**src/rtl/vga_timing_pkg.sv**
```systemverilog
// Shared timing types, standard mode presets and helpers for the VGA timing generator.
package vga_timing_pkg;

  typedef struct packed {
    int unsigned active;
    int unsigned front;
    int unsigned sync;
    int unsigned back;
  } axis_timing_t;

  typedef struct packed {
    axis_timing_t h;
    axis_timing_t v;
  } video_timing_t;

  localparam video_timing_t SVGA_800x600_60 = '{
    h: '{active: 800, front: 40, sync: 128, back: 88},
    v: '{active: 600, front: 1,  sync: 4,   back: 23}
  };

  localparam video_timing_t VGA_640x480_60 = '{
    h: '{active: 640, front: 16, sync: 96, back: 48},
    v: '{active: 480, front: 10, sync: 2,  back: 33}
  };

  function automatic int unsigned timing_total(input axis_timing_t t);
    return t.active + t.front + t.sync + t.back;
  endfunction

endpackage

```
**src/rtl/ff_chain.sv**
```systemverilog
// Enable-gated shift chain of Depth registers; Depth=0 degenerates to a wire.
module ff_chain #(
  parameter int unsigned      Width    = 1,
  parameter int unsigned      Depth    = 1,
  parameter logic [Width-1:0] ResetVal = '0
) (
  input  logic             clk_i,
  input  logic             rst_ni,
  input  logic             en_i,
  input  logic [Width-1:0] d_i,
  output logic [Width-1:0] q_o
);

  if (Depth == 0) begin : gen_bypass
    assign q_o = d_i;
  end else begin : gen_chain
    logic [Width-1:0] stage_q [Depth];

    always_ff @(posedge clk_i or negedge rst_ni) begin
      if (!rst_ni) begin
        for (int unsigned i = 0; i < Depth; i++) stage_q[i] <= ResetVal;
      end else if (en_i) begin
        stage_q[0] <= d_i;
        for (int unsigned i = 1; i < Depth; i++) stage_q[i] <= stage_q[i-1];
      end
    end

    assign q_o = stage_q[Depth-1];
  end

endmodule

```
**src/rtl/vga_timing_generator.sv**
```systemverilog
// Programmable video timing generator with pixel replication, pix_ce gating and
// sync delay to line h_sync/v_sync up with the framebuffer + palette read latency.
module vga_timing_generator
  import vga_timing_pkg::*;
#(
  parameter int unsigned H_ACTIVE   = 800,
  parameter int unsigned H_FRONT    = 40,
  parameter int unsigned H_SYNC     = 128,
  parameter int unsigned H_BACK     = 88,
  parameter int unsigned V_ACTIVE   = 600,
  parameter int unsigned V_FRONT    = 1,
  parameter int unsigned V_SYNC     = 4,
  parameter int unsigned V_BACK     = 23,
  parameter bit          HS_POL     = 1'b1,
  parameter bit          VS_POL     = 1'b1,
  parameter int unsigned SCALE      = 2,
  parameter int unsigned SYNC_DELAY = 3,
  parameter int unsigned IDX_W      = $clog2((H_ACTIVE / SCALE) * (V_ACTIVE / SCALE))
) (
  input  logic             clk_i,
  input  logic             aresetn_i,
  input  logic             pix_ce_i,
  output logic [IDX_W-1:0] pixel_index_o,
  output logic             pixel_index_valid_o,
  output logic             h_sync_o,
  output logic             v_sync_o,
  output logic             frame_start_o,
  output logic             line_start_o,
  output logic             vblank_o
);

  localparam axis_timing_t HTiming = '{active: H_ACTIVE, front: H_FRONT, sync: H_SYNC,
                                       back: H_BACK};
  localparam axis_timing_t VTiming = '{active: V_ACTIVE, front: V_FRONT, sync: V_SYNC,
                                       back: V_BACK};
  localparam int unsigned HTot = timing_total(HTiming);
  localparam int unsigned VTot = timing_total(VTiming);
  localparam int unsigned HW   = (HTot > 1) ? $clog2(HTot) : 1;
  localparam int unsigned VW   = (VTot > 1) ? $clog2(VTot) : 1;
  localparam int unsigned SW   = (SCALE > 1) ? $clog2(SCALE) : 1;
  // One spare bit: row_base and col may step one past the last visible value.
  localparam int unsigned CW   = IDX_W + 1;
  localparam int unsigned FbW  = H_ACTIVE / SCALE;

  localparam logic [HW-1:0] HLast = HW'(HTot - 1);
  localparam logic [HW-1:0] HAct  = HW'(H_ACTIVE);
  localparam logic [HW-1:0] HsBeg = HW'(H_ACTIVE + H_FRONT);
  localparam logic [HW-1:0] HsEnd = HW'(H_ACTIVE + H_FRONT + H_SYNC);
  localparam logic [VW-1:0] VLast = VW'(VTot - 1);
  localparam logic [VW-1:0] VAct  = VW'(V_ACTIVE);
  localparam logic [VW-1:0] VsBeg = VW'(V_ACTIVE + V_FRONT);
  localparam logic [VW-1:0] VsEnd = VW'(V_ACTIVE + V_FRONT + V_SYNC);
  localparam logic [SW-1:0] ScLast = SW'(SCALE - 1);
  localparam logic [CW-1:0] FbWc   = CW'(FbW);

  if (SCALE < 1) begin : gen_bad_scale
    $error("SCALE must be at least 1");
  end
  if ((SCALE >= 1) && ((H_ACTIVE % SCALE != 0) || (V_ACTIVE % SCALE != 0))) begin : gen_bad_div
    $error("H_ACTIVE and V_ACTIVE must be multiples of SCALE");
  end
  if ((H_FRONT == 0) || (H_SYNC == 0) || (H_BACK == 0) ||
      (V_FRONT == 0) || (V_SYNC == 0) || (V_BACK == 0)) begin : gen_bad_porch
    $error("porch and sync widths must be non-zero");
  end

  // Position counters and incremental index state for the current (h,v).
  logic [HW-1:0] h_q, h_d;
  logic [VW-1:0] v_q, v_d;
  logic [SW-1:0] cs_q, cs_d, rs_q, rs_d;
  logic [CW-1:0] col_q, col_d, row_base_q, row_base_d;

  // Registered outputs describing the position just consumed.
  logic [IDX_W-1:0] pixel_index_q, pixel_index_d;
  logic             valid_q, valid_d;
  logic             vblank_q, vblank_d;
  logic             frame_start_q, frame_start_d;
  logic             line_start_q, line_start_d;
  logic             hs_q, hs_d, vs_q, vs_d;
  logic [1:0]       sync_dly;

  always_comb begin
    h_d        = h_q;
    v_d        = v_q;
    cs_d       = cs_q;
    rs_d       = rs_q;
    col_d      = col_q;
    row_base_d = row_base_q;
    if (pix_ce_i) begin
      if (h_q == HLast) begin
        h_d   = '0;
        cs_d  = '0;
        col_d = '0;
        if (v_q == VLast) begin
          v_d        = '0;
          rs_d       = '0;
          row_base_d = '0;
        end else begin
          v_d = v_q + 1'b1;
          if (v_q < VAct) begin
            if (rs_q == ScLast) begin
              rs_d       = '0;
              row_base_d = row_base_q + FbWc;
            end else begin
              rs_d = rs_q + 1'b1;
            end
          end
        end
      end else begin
        h_d = h_q + 1'b1;
        if (h_q < HAct) begin
          if (cs_q == ScLast) begin
            cs_d  = '0;
            col_d = col_q + 1'b1;
          end else begin
            cs_d = cs_q + 1'b1;
          end
        end
      end
    end
  end

  always_comb begin
    pixel_index_d = pixel_index_q;
    valid_d       = valid_q;
    vblank_d      = vblank_q;
    hs_d          = hs_q;
    vs_d          = vs_q;
    frame_start_d = 1'b0;
    line_start_d  = 1'b0;
    if (pix_ce_i) begin
      valid_d       = (h_q < HAct) && (v_q < VAct);
      pixel_index_d = valid_d ? IDX_W'(row_base_q + col_q) : '0;
      vblank_d      = (v_q >= VAct);
      hs_d          = ~(((h_q >= HsBeg) && (h_q < HsEnd)) ^ HS_POL);
      vs_d          = ~(((v_q >= VsBeg) && (v_q < VsEnd)) ^ VS_POL);
      frame_start_d = (h_q == '0) && (v_q == '0);
      line_start_d  = (h_q == '0);
    end
  end

  always_ff @(posedge clk_i or negedge aresetn_i) begin
    if (!aresetn_i) begin
      h_q           <= '0;
      v_q           <= '0;
      cs_q          <= '0;
      rs_q          <= '0;
      col_q         <= '0;
      row_base_q    <= '0;
      pixel_index_q <= '0;
      valid_q       <= 1'b0;
      vblank_q      <= 1'b0;
      frame_start_q <= 1'b0;
      line_start_q  <= 1'b0;
      hs_q          <= ~HS_POL;
      vs_q          <= ~VS_POL;
    end else begin
      h_q           <= h_d;
      v_q           <= v_d;
      cs_q          <= cs_d;
      rs_q          <= rs_d;
      col_q         <= col_d;
      row_base_q    <= row_base_d;
      pixel_index_q <= pixel_index_d;
      valid_q       <= valid_d;
      vblank_q      <= vblank_d;
      frame_start_q <= frame_start_d;
      line_start_q  <= line_start_d;
      hs_q          <= hs_d;
      vs_q          <= vs_d;
    end
  end

  ff_chain #(
    .Width    (2),
    .Depth    (SYNC_DELAY),
    .ResetVal ({~VS_POL, ~HS_POL})
  ) u_sync_dly (
    .clk_i  (clk_i),
    .rst_ni (aresetn_i),
    .en_i   (pix_ce_i),
    .d_i    ({vs_q, hs_q}),
    .q_o    (sync_dly)
  );

  assign pixel_index_o       = pixel_index_q;
  assign pixel_index_valid_o = valid_q;
  assign vblank_o            = vblank_q;
  assign frame_start_o       = frame_start_q;
  assign line_start_o        = line_start_q;
  assign h_sync_o            = sync_dly[0];
  assign v_sync_o            = sync_dly[1];

endmodule

```
**config.mk**
```make
export PLATFORM = sky130hd
export DESIGN_NAME = vga_timing_generator
export DESIGN_NICKNAME = d
export VERILOG_FILES = /design/src/rtl/vga_timing_pkg.sv /design/src/rtl/ff_chain.sv /design/src/rtl/vga_timing_generator.sv
export SDC_FILE = /design/constraint.sdc
export NUM_CORES = 1
export LEC_CHECK = 0
export CORE_MARGIN = 4
export CORE_UTILIZATION = 60
export CTS_BUF_LIST = sky130_fd_sc_hd__clkbuf_8
export DETAILED_ROUTE_END_ITERATION = 8
export GPL_ROUTABILITY_DRIVEN = 0
export PLACE_DENSITY_LB_ADDON = 0.05
export SLEW_MARGIN = 40
export SYNTH_ARGS = -nofsm -noshare
export SYNTH_HDL_FRONTEND = slang
export SYNTH_SLANG_ARGS = --single-unit
```
**constraint.sdc**
```tcl
create_clock -name clk_i -period 7 [get_ports clk_i]
set_input_delay 1.4 -clock clk_i [delete_from_list [all_inputs] [get_ports clk_i]]
set_output_delay 1.4 -clock clk_i [all_outputs]
set_load 0.03 [all_outputs]
```
==> run metrics <==
post-synth top area share 0.4752; clock sink count 82; die area about 8600 um2; Synth area leader dfrtp_1; initial antenna violation count 0; maximum clock rate approximately 250 MHz; setup ws final 2.926 ns; PD cells ~240 nW/um2; total power 1.138 mW; grt total ovfl 0; mean post-synth cell area between 10 and 15 um2; worst min path class reg -> reg; critical path class in -> reg; via/cell ratio between 5 and 6; Worst R2R Path Depth 7; EDFF count, synth 0; r2r startpoint col_q[5]; Yosys cell types between 60 and 70; CP startpoint kind input port; Routed Antenna Nets 0; YS warnings 0; Initial DRT Pass Iterations 4; top_reg_cell synth dfrtp_1; Worst-path clk slew around 0.08 ns; row cnt 30; post-synthesis cell area 4318 um2; via count about 3100; flops & latches, synth between 80 and 90; async set-reset flop share out of synthesis 1.000; Arr. time, crit path 4.31 ns; diode count 0; WHS Path Cells 1; root buf cell clkbuf_8; maxcap violations 0; Final Net Count roughly 460; CTS tree built; status completed; Setup-failing EPs final 0; Post-Route WL 8592 um; P_leak approximately 2.3 nW; Crit Path Max Fanout 29; DRC 0; vias in the first global route 3126; Fin Setup TNS 0 ns; port bufs 25; largest cells by area after synthesis dfrtp_1 (48%), xnor2_1 (6.3%), ha_1 (5.8%), xor2_1 (3.4%), nor2_1 (3.2%); Clock Skew 0.01225 ns; die width between 90 and 100 um; gr usage total 0.2208; pin count of the biggest net entering global routing between 80 and 90; post-CTS setup buffer count 0; fin crit period 4.074 ns; worst-skew pair later-pin latency 0.36 ns; Critical Path End Type register; H-tree Lvls 3; Hold Path Sink pixel_index_valid_o; RSZ-0062 raised after global routing no; Top-Level Pins 26; period utilisation layout 0.5820; Chip Height around 93 um; pre-CTS WS roughly 2.6 ns; number of DRC markers in iteration 0 around 150; Final HPWL DP slightly above 6000 um; Fin. Hold Viols 0; area grow syn2layout 11.88%; core area 6907 um2; fin. max-slew vios 0; Starting Density 0.6252; global-route wire length before repair about 15000 um; CTS Hold Bufs 0; CTS resizes 0; peak supply drop 0.1475 mV; syn_nets 434; reg2reg setup slack approximately 4.2 ns; WL per Instance 16.00 um; Worst R2R End pixel_index_o[14]; Num CTS Buffers 9; slew margin rel. 0.4712; CTS max path bufs 2; share of cells above drive strength 1 0.08844; sequential cell area fraction in the yosys report 0.4752; worst-margin pin slew between 0.7 and 0.8 ns; Worst Min Path Start pixel_index_valid_o; Worst Path Required roughly 7.2 ns; Syn Inst Count between 400 and 500
cells by family (layout without fill, tap and decap cells):
group | count (synthesis) | after routing | share of synthesized area
buffers and inverters | 29 | 59 | 0.03506
adder cells (fa/ha/maj) | 20 | 20 | 0.05795
multiplexers | 8 | 8 | 0.02057
XOR/XNOR | 48 | 48 | 0.09736
flip-flops | 82 | 82 | 0.4752
AND/OR/NAND/NOR | 146 | 146 | 0.1826
AO/OA/AOI/OAI | 78 | 78 | 0.1313
worst max path at each step:
stage | startpoint | to | slack (ns) | cells after the start
2_1_floorplan | pix_ce_i | v_q[9] | 3.81 | 8
3_3_place_gp | pix_ce_i | col_q[15] | 2.66 | 8
3_5_place_dp | pix_ce_i | col_q[15] | 2.57 | 8
4_1_cts | pix_ce_i | col_q[15] | 2.94 | 8
5_1_grt | pix_ce_i | col_q[15] | 2.69 | 8
6_report | pix_ce_i | col_q[15] | 2.93 | 8
report_power, final:
group	total, mW	switching, mW	internal (mW)
logic	0.185	0.109	0.0768
registers	0.575	0.0548	0.520
clock network	0.377	0.169	0.208
cell usage after synthesis (2+ instances only):
master and instances:
or3_1 6, dfrtp_1 82, nand3_1 13, a31oi_1 4, clkbuf_1 5, inv_1 16, a311oi_1 2, o31ai_1 4
a21o_1 6, nor3_2 2, nand2b_1 2, o211ai_1 3, nand4_1 12, nand2_1 31, nor3b_1 3, o2bb2ai_1 5
mux2_2 7, nor2_1 37, a22o_1 12, and3_1 10, a211o_1 2, xor2_1 17, and2_1 2, ha_1 20
nor3_1 7, o21bai_1 3, buf_6 4, a21oi_1 12, nor4_1 5, o21ai_0 15, xnor2_1 31
area by class of cell:
type / instances / area, um2
Clock buffer: 10 / 137.6
Inverter: 17 / 63.81
Sequential cell: 82 / 2052
Tap cell: 96 / 120.1
Timing Repair Buffer: 26 / 259.0
Multi-Input combinational cell: 300 / 2117
Fill cell: 549 / 2076
Clock inverter: 6 / 81.33
stage by stage:
stage / area [um2] / hold slack [ns] / instances / utilization
after floorplan: 4318 / 0.4731 / 411 / -
after global placement: 4606 / 0.4657 / 521 / 0.6668
after detailed placement: 4612 / 0.4722 / 521 / 0.6678
after CTS: 4831 / 0.4907 / 537 / 0.6995
after global routing: 4831 / 0.5182 / 537 / 0.6995
final: 4831 / 0.4843 / 537 / 0.6995
worst max-delay path: stages:
cell,delay [ns]
clkdlybuf4s50_1,0.92
nand4_1,0.41
nor4_4,0.35
buf_4,0.35
nor2_1,0.16
or4_1,0.51
xnor2_1,0.14
nor2_1,0.05
cells in the final DEF, fill, tap and decap left out, types with 6 or more instances in the layout:
cell,Yosys,layout
dfrtp_1,82,82
nor2_1,37,36
nand2_1,31,31
xnor2_1,31,31
clkdlybuf4s50_1,0,24
ha_1,20,20
inv_1,16,17
xor2_1,17,17
o21ai_0,15,15
nand3_1,13,13
nand4_1,12,12
a21oi_1,12,12
a22o_1,12,12
and3_1,10,10
clkbuf_8,1,10
nor3_1,7,7
mux2_2,7,7
or3_1,6,6
a21o_1,6,6
flip-flops by register name, summed over array words and instances (netlist names):
register                      count
col_q                            17
cs_q                              1
frame_start_o                     1
h_q                              11
hs_q                              1
line_start_o                      1
pixel_index_o                    17
pixel_index_valid_o               1
row_base_q                       13
rs_q                              1
u_sync_dly.gen_chain.stage_q      4
u_sync_dly.q_o                    2
v_q                              10
vblank_o                          1
vs_q                              1
per-layer routing:
| metal | share of wire | global-route usage |
|---|---|---|
| met3 | 0.028 | 0.04143 |
| met1 | 0.46 | 0.2872 |
| met2 | 0.48 | 0.3497 |
| met4 | 0.034 | 0.1172 |
| met5 | 0 | 0 |
(Power assumes the default switching activity.)
